File: src/rtl/mcht_pkg.sv
// Shared types and constants for the Manchester transceiver core (mcht_trx_core).
// Optional parity is enabled with `define MCHT_PARITY_EN.
package mcht_pkg;

  typedef enum logic [2:0] {
    TX_IDLE,
    TX_SYNC,
    TX_DATA,
    TX_PAR,
    TX_GUARD
  } tx_state_t;

  typedef enum logic [1:0] {
    RX_IDLE,
    RX_DATA,
    RX_PAR,
    RX_QUIET
  } rx_state_t;

  typedef struct packed {
    tx_state_t tx;
    rx_state_t rx;
  } mcht_dbg_t;

  localparam logic LINE_IDLE = 1'b0;
  localparam logic SYNC_BIT  = 1'b1;

  // Sample points inside one received bit, measured from the bit start.
  function automatic int s1_off(input int osr);
    return osr / 4;
  endfunction

  function automatic int s2_off(input int osr);
    return (3 * osr) / 4;
  endfunction

  // IEEE 802.3 polarity: a 1 is low then high, a 0 is high then low.
  function automatic logic enc_half(input logic b, input logic second);
    return second ? b : ~b;
  endfunction

endpackage

File: src/rtl/mcht_rx_dec.sv
// Manchester frame decoder: 2-flop synchroniser, edge-armed framing FSM,
// mid-half sampling with violation detection. Parity check under MCHT_PARITY_EN.
module mcht_rx_dec
  import mcht_pkg::*;
#(
  parameter int DATA_W = 8,
  parameter int OSR    = 8
) (
  input  logic              clk,
  input  logic              rst_n,
  input  logic              rx_line,
  output logic [DATA_W-1:0] rx_data,
  output logic              rx_valid,
  output logic              rx_err,
  output rx_state_t         rx_state
);

  localparam int CW = $clog2(2 * OSR);
  localparam int QW = $clog2(OSR);
  localparam int BW = (DATA_W > 1) ? $clog2(DATA_W) : 1;

  // rx_cnt counts cycles from the SYNC edge for bit 0 and then wraps per bit,
  // so every bit occupies BIT_START..BIT_END and the sample points are fixed.
  localparam logic [CW-1:0] BIT_START = CW'(OSR / 2);
  localparam logic [CW-1:0] BIT_END   = CW'(OSR / 2 + OSR - 1);
  localparam logic [CW-1:0] S1_AT     = CW'(OSR / 2 + s1_off(OSR));
  localparam logic [CW-1:0] S2_AT     = CW'(OSR / 2 + s2_off(OSR));
  localparam logic [BW-1:0] LAST_BIT  = BW'(DATA_W - 1);
  localparam logic [QW-1:0] QUIET_END = QW'(OSR - 1);

  logic              s_meta, s_sync, s_prev;
  logic              rise;
  logic [CW-1:0]     rx_cnt;
  logic [BW-1:0]     rx_bit;
  logic [QW-1:0]     rx_qcnt;
  logic              rx_s1;
  logic [DATA_W-1:0] rx_sh, data_nxt;

  always_ff @(posedge clk or negedge rst_n) begin
    if (!rst_n) begin
      s_meta <= 1'b0;
      s_sync <= 1'b0;
      s_prev <= 1'b0;
    end else begin
      s_meta <= rx_line;
      s_sync <= s_meta;
      s_prev <= s_sync;
    end
  end

  assign rise = s_sync & ~s_prev;

  always_comb begin
    data_nxt = rx_sh >> 1;
    data_nxt[DATA_W-1] = s_sync;
  end

  always_ff @(posedge clk or negedge rst_n) begin
    if (!rst_n) begin
      rx_state <= RX_IDLE;
      rx_cnt   <= '0;
      rx_bit   <= '0;
      rx_qcnt  <= '0;
      rx_s1    <= 1'b0;
      rx_sh    <= '0;
      rx_data  <= '0;
      rx_valid <= 1'b0;
      rx_err   <= 1'b0;
    end else begin
      rx_valid <= 1'b0;
      rx_err   <= 1'b0;
      unique case (rx_state)
        RX_IDLE: begin
          if (rise) begin
            rx_state <= RX_DATA;
            rx_cnt   <= CW'(1);
            rx_bit   <= '0;
          end
        end
        RX_DATA, RX_PAR: begin
          rx_cnt <= (rx_cnt == BIT_END) ? BIT_START : rx_cnt + CW'(1);
          if (rx_cnt == S1_AT) rx_s1 <= s_sync;
          if (rx_cnt == S2_AT) begin
            if (rx_s1 == s_sync) begin
              rx_err   <= 1'b1;
              rx_state <= RX_QUIET;
              rx_qcnt  <= '0;
            end else if (rx_state == RX_DATA) begin
              rx_sh <= data_nxt;
              if (rx_bit == LAST_BIT) begin
`ifdef MCHT_PARITY_EN
                rx_state <= RX_PAR;
`else
                rx_data  <= data_nxt;
                rx_valid <= 1'b1;
                rx_state <= RX_IDLE;
`endif
              end else begin
                rx_bit <= rx_bit + BW'(1);
              end
            end else if ((^rx_sh) != s_sync) begin
              rx_err   <= 1'b1;
              rx_state <= RX_QUIET;
              rx_qcnt  <= '0;
            end else begin
              rx_data  <= rx_sh;
              rx_valid <= 1'b1;
              rx_state <= RX_IDLE;
            end
          end
        end
        RX_QUIET: begin
          if (s_sync) rx_qcnt <= '0;
          else if (rx_qcnt == QUIET_END) rx_state <= RX_IDLE;
          else rx_qcnt <= rx_qcnt + QW'(1);
        end
        default: rx_state <= RX_IDLE;
      endcase
    end
  end

endmodule

File: src/rtl/mcht_trx_core.sv
// Parametrised Manchester transceiver: valid/ready TX framer plus mcht_rx_dec.
// Build option: `define MCHT_PARITY_EN adds an even-parity bit after the data.
module mcht_trx_core
  import mcht_pkg::*;
#(
  parameter int DATA_W = 8,
  parameter int OSR    = 8
) (
  input  logic              clk,
  input  logic              rst_n,
  input  logic [DATA_W-1:0] tx_data,
  input  logic              tx_valid,
  output logic              tx_ready,
  output logic              tx_line,
  output logic              tx_busy,
  input  logic              rx_line,
  output logic [DATA_W-1:0] rx_data,
  output logic              rx_valid,
  output logic              rx_err,
  output mcht_dbg_t         dbg_state
);

  // Handshake: a payload transfers on every clk edge where tx_valid && tx_ready;
  // tx_data is sampled only on that edge and ignored at all other times.

  localparam int CW = $clog2(OSR);
  localparam int BW = (DATA_W > 1) ? $clog2(DATA_W) : 1;
  localparam logic [CW-1:0] HALF_M1  = CW'(OSR / 2 - 1);
  localparam logic [CW-1:0] PRE_LAST = CW'(OSR - 2);
  localparam logic [CW-1:0] LAST     = CW'(OSR - 1);
  localparam logic [BW-1:0] LAST_BIT = BW'(DATA_W - 1);

  tx_state_t         tx_state;
  rx_state_t         rx_state;
  logic [CW-1:0]     tx_cnt;
  logic [BW-1:0]     tx_bit;
  logic [DATA_W-1:0] tx_sh, tx_sh_nxt;
  logic              tx_hs;
`ifdef MCHT_PARITY_EN
  logic              tx_par;
`endif

  assign tx_hs     = tx_valid && tx_ready;
  assign tx_sh_nxt = tx_sh >> 1;
  assign dbg_state = '{tx: tx_state, rx: rx_state};

  // tx_line is loaded one cycle ahead: each branch writes the half-bit level
  // that the next cycle must show.
  always_ff @(posedge clk or negedge rst_n) begin
    if (!rst_n) begin
      tx_state <= TX_IDLE;
      tx_cnt   <= '0;
      tx_bit   <= '0;
      tx_sh    <= '0;
      tx_line  <= LINE_IDLE;
      tx_ready <= 1'b1;
      tx_busy  <= 1'b0;
`ifdef MCHT_PARITY_EN
      tx_par   <= 1'b0;
`endif
    end else if (tx_hs) begin
      tx_state <= TX_SYNC;
      tx_cnt   <= '0;
      tx_sh    <= tx_data;
      tx_line  <= enc_half(SYNC_BIT, 1'b0);
      tx_ready <= 1'b0;
      tx_busy  <= 1'b1;
`ifdef MCHT_PARITY_EN
      tx_par   <= ^tx_data;
`endif
    end else begin
      tx_cnt <= (tx_cnt == LAST) ? '0 : tx_cnt + CW'(1);
      unique case (tx_state)
        TX_IDLE: tx_cnt <= '0;
        TX_SYNC: begin
          if (tx_cnt == HALF_M1) tx_line <= enc_half(SYNC_BIT, 1'b1);
          if (tx_cnt == LAST) begin
            tx_state <= TX_DATA;
            tx_bit   <= '0;
            tx_line  <= enc_half(tx_sh[0], 1'b0);
          end
        end
        TX_DATA: begin
          if (tx_cnt == HALF_M1) tx_line <= enc_half(tx_sh[0], 1'b1);
          if (tx_cnt == LAST) begin
            if (tx_bit == LAST_BIT) begin
`ifdef MCHT_PARITY_EN
              tx_state <= TX_PAR;
              tx_line  <= enc_half(tx_par, 1'b0);
`else
              tx_state <= TX_GUARD;
              tx_line  <= LINE_IDLE;
`endif
            end else begin
              tx_bit  <= tx_bit + BW'(1);
              tx_sh   <= tx_sh_nxt;
              tx_line <= enc_half(tx_sh_nxt[0], 1'b0);
            end
          end
        end
`ifdef MCHT_PARITY_EN
        TX_PAR: begin
          if (tx_cnt == HALF_M1) tx_line <= enc_half(tx_par, 1'b1);
          if (tx_cnt == LAST) begin
            tx_state <= TX_GUARD;
            tx_line  <= LINE_IDLE;
          end
        end
`endif
        TX_GUARD: begin
          // Ready opens for the final guard cycle so a waiting payload is taken
          // exactly as the guard ends, giving back-to-back frames with no gap.
          if (tx_cnt == PRE_LAST) tx_ready <= 1'b1;
          if (tx_cnt == LAST) begin
            tx_state <= TX_IDLE;
            tx_busy  <= 1'b0;
          end
        end
        default: begin
          tx_state <= TX_IDLE;
          tx_line  <= LINE_IDLE;
          tx_ready <= 1'b1;
          tx_busy  <= 1'b0;
        end
      endcase
    end
  end

  mcht_rx_dec #(
    .DATA_W(DATA_W),
    .OSR   (OSR)
  ) u_rx_dec (
    .clk     (clk),
    .rst_n   (rst_n),
    .rx_line (rx_line),
    .rx_data (rx_data),
    .rx_valid(rx_valid),
    .rx_err  (rx_err),
    .rx_state(rx_state)
  );

endmodule

File: config.mk
export PLATFORM = sky130hd
export DESIGN_NAME = mcht_trx_core
export DESIGN_NICKNAME = d
export VERILOG_FILES = /design/src/rtl/mcht_pkg.sv /design/src/rtl/mcht_rx_dec.sv /design/src/rtl/mcht_trx_core.sv
export SDC_FILE = /design/constraint.sdc
export NUM_CORES = 1
export LEC_CHECK = 0
export CAP_MARGIN = 20
export CORE_ASPECT_RATIO = 2
export CORE_MARGIN = 1.5
export CORE_UTILIZATION = 53
export CTS_BUF_LIST = sky130_fd_sc_hd__clkbuf_8
export DETAILED_ROUTE_END_ITERATION = 7
export PLACE_DENSITY_LB_ADDON = 0.2
export SYNTH_ARGS = -nofsm -noshare
export SYNTH_HDL_FRONTEND = slang
export SYNTH_SLANG_ARGS = --single-unit
File: constraint.sdc
create_clock -name clk -period 2 [get_ports clk]
set_clock_uncertainty 0.2 [all_clocks]
set_input_delay 0.4 -clock clk [delete_from_list [all_inputs] [get_ports clk]]
set_output_delay 0.4 -clock clk [all_outputs]
set_load 0.02 [all_outputs]
==> impl.org <==
** Global routing
- The via count of the first global-routing pass was 2195.
- Number of antenna violations at the first check in global routing :: 0
- Met3 usage :: 3.23%
- For this run, global-route usage on met1 was measured as 23.1%.
- Total overflow reported by the global router :: 0
- Pin count of the biggest net entering global routing :: 39
- The first global-routing pass estimated 9560 um of wire.
- Global-route usage over all layers :: 22.1%
- Highest-utilization routing layer at the global route stage :: met2
- Global routing consumed, on the met2 layer, 41.7% of the routing resources.

** Floorplan
- Area of the core :: 5140 um2
- Cell row count :: 37
- The initial utilization of the core area, before any placement, comes to 54.7%.
- In this run the vertical extent of the chip is 106 um.
- Die extent in x :: 54.5 um
- The die covers 5770 um2.
- In this run the count of I/O pins placed on the die edge is 30.

** Drt
- Per-cell routed wire length :: 14.9 um
- For this run, the detailed router's first-pass iteration total came to 4.
- Antenna viol nets, final :: 0
- Total via count in the routed design :: 2111
- Wires add up to 5670 um.
- Via count normalized by instance count :: 5.57
- After the first detailed-routing iteration, the DRC count stood at 38.
- Total DRC errors in the routed layout :: 0

** Synth
- Post-synthesis area per instance :: 10.9 um2
- After synthesis the cells add up to 2810 um2.
- Number of synthesized flops with an enable pin :: 0
- YS warnings :: 0
- The synthesized design contains 54 register bits.
- Post-Synthesis Net Count :: 286
- After synthesis, the share of flip-flops with an asynchronous set or reset is 100%.
- The cell count after synthesis came out at 258.
- Primary flip-flop cell chosen by synthesis mapping :: dfrtp_1
- The netlist uses 50 different library cells.
- Of the synthesized area, sequential elements account for 48.1%.

** CTS
- Number of H-tree branching levels :: 2
- Counting the buffers created by CTS gives 5.
- No sink is reached through more buffers than the 2 on the longest clock path.
- Clock root cell :: clkbuf_8
- Source-to-sink clock delay at the later pin of the worst-skew pair :: 0.31 ns
- Counting every sink on the clock net gives 54.
- TritonCTS built the clock tree.
- Clock-pin transition on the worst setup and hold timing paths :: 0.10 ns

** Final layout
- Proportion of layout cells with a drive suffix above 1 :: 26.8%
- 0 antenna diodes ended up in the layout.
- Relative to the synthesized area, the layout overhead comes to 29.6%.
- The layout has 392 filler cells.
- Leaving out fill and tap cells, the most frequent cells in the layout are 50 x dfrtp_1, 30 x buf_4, 26 x nand2_1.
- The library cell used most frequently in the layout, excluding fill and tap cells, is dfrtp_1.
- Total number of nets in the final design :: 348
- The finished cells cover 3640 um2.

** Setup path
- Cell type of the slowest stage on the worst timing path :: xnor3_2
- Kind of launch point of the worst setup path :: flop
- Data required time of the critical path :: 2.00 ns
- The critical path goes through xnor2_1 -> xnor3_2 -> xor2_1 -> o21ai_2 -> mux2_2.
- Of all nets on the critical path, the largest fanout is 3.
- WP data arrival :: 2.09 ns
- Delay of the slowest critical-path stage :: 0.50 ns
- The critical path in this run is classified as reg2reg.
- STA classifies the critical path endpoint as a flop.

** Worst hold path
- The tightest min-delay check is of the reg2reg type.

** Placement
- The count of buffers added on input and output ports is 29.
- At the end of routability-driven placement, the weighted congestion stood at 0.786.
- Once detailed placement completed, the half-perimeter wirelength came to 4250 um.
- Once placement finished, the instance area stood at 3400 um2.

** Timing
- In the finished design, the share of the clock period the worst path needs comes to 105%.
- On the final layout, the worst hold slack is 0.215 ns.
- The worst path in the final design needs a cycle of 2.09 ns, including I/O delays and setup.
- Achievable frequency :: 477 MHz
- Final Max Tran Viols :: 0
- Crit path setup slack, layout :: -0.0945 ns
- For the pin with the worst max-slew slack, the measured transition is 0.417 ns.
- Setup violations remaining at the end of the flow were counted as 4.
- Final hold violations :: 0
- Headroom to the max-slew limit came out at 72.2%.
- Unrepaired setup endpoints after global routing :: yes

** Flow run
- Across the run, the number of max-cap violations was 0.

** Power and ir drop
- Total leakage power :: 1.77 nW
- Total power :: 0.00437 W
- VDD sags by at most 0.831 mV.
- Power per cell area :: 1200 nW/um2

** Run status
- Violations in the final reports :: setup timing
- Outcome :: finished, violations left
## critical path: cells and delay by family (launching register included)
family | cells | cell delay, ns
compound gates | 1 | 0.18
flops | 1 | 0.41
xor+xnor | 3 | 0.84
mux | 1 | 0.36
## where the power goes
part	leakage, nW	internal, W	total [W]	switching, W
sequential	0.692	0.00139	0.00166	0.000264
combinational	1.03	0.00103	0.00209	0.00106
clock	0.0483	0.000248	0.000622	0.000375
total	1.77	0.00267	0.00437	0.00170
## per-layer routing
metal	vias up	part of all wire [%]
met5	-	0
met2	25	60
met3	5	1.6
li1	1042	-
met1	1039	37
met4	0	1.3
## cells in the mapped netlist, types with 2 or more instances
library cell   n  area (um2)
a21oi_1       13        65.1
nand3_1        3        15.0
nor3b_1        4        30.0
mux2i_1       16         160
o2bb2ai_1      2        17.5
nor3_1         4        20.0
ha_1          16         200
and3_1         4        25.0
dfrtp_1       53        1330
a22oi_1        3        22.5
a22o_1         4        35.0
xor2_1         3        26.3
clkbuf_1       7        26.3
nand4_1        2        12.5
o31ai_1        3        22.5
nand2b_1       3        18.8
xnor2_1        2        17.5
nor2b_1        6        37.5
nor2_1        11        41.3
inv_1          9        33.8
nand2_1       29         109
mux2_2        12         135
a31oi_1       10        62.6
o21ai_0       13        65.1
## worst paths after layout
path                                    from              endpoint  slack, ns  cells after the start
setup / recovery           u_rx_dec.rx_sh[5]   u_rx_dec.rx_qcnt[0]      -0.09                      5
setup reg to reg           u_rx_dec.rx_sh[5]   u_rx_dec.rx_qcnt[0]      -0.09                      5
hold reg to reg              u_rx_dec.s_meta       u_rx_dec.s_sync       0.22                      0
max in group asynchronous              rst_n  u_rx_dec.rx_state[1]       0.72                      3
min in group asynchronous              rst_n    u_rx_dec.rx_bit[2]       0.35                      2
hold / removal               u_rx_dec.s_meta       u_rx_dec.s_sync       0.22                      0
## state kept, by name, indices dropped and copies added, names as in the netlist, 2 cells and up
name and count:
u_rx_dec.rx_qcnt 3, tx_bit 3, u_rx_dec.rx_cnt 4, u_rx_dec.rx_state 2, u_rx_dec.rx_sh 8, tx_cnt 3
tx_state 3, u_rx_dec.rx_bit 3, u_rx_dec.rx_data 8, tx_sh 8
## through the flow
step	utilization, %	setup TNS, ns	worst slack [ns]	cells
final	70.9	-0.311	-0.0945	379
after global routing	70.9	-1.01	-0.175	379
after CTS	68.4	-0.371	-0.109	377
after detailed placement	66.2	-0.357	-0.0824	367
after global placement	66.2	-0.147	-0.0402	367
after floorplan	-	-0.0270	-0.00721	258
## area by class of cell
cell class                      count  area (um2)  area share (%)
Clock buffer                        5        68.8            1.89
Clock inverter                      3        18.8           0.515
Timing Repair Buffer               65         602            16.5
Inverter                            9        33.8           0.928
Sequential cell                    54        1360            37.3
Multi-Input combinational cell    185        1490            40.9
Tap cell                           58        72.6            1.99
## kinds of logic after synthesis
| family | Yosys count | share of synthesized area (%) |
|---|---|---|
| buf+inv | 19 | 3.29 |
| simple gates | 72 | 12.7 |
| mux | 29 | 11.3 |
| fa+ha+maj | 17 | 7.48 |
| flops | 54 | 48.1 |
| xor+xnor | 7 | 3.21 |
| compound gates | 60 | 13.8 |
## repair_timing
| item | in CTS | in global routing |
|---|---|---|
| endpoints found under the setup margin | 15 | 36 |
| setup buffers | 1 | 2 |
| hold buffers | 1 | 0 |
| resized for setup | 8 | 24 |
| pin swaps | 5 | 6 |
| hold endpoints to repair | 15 | 0 |
Power figures use the tool's default switching activity.
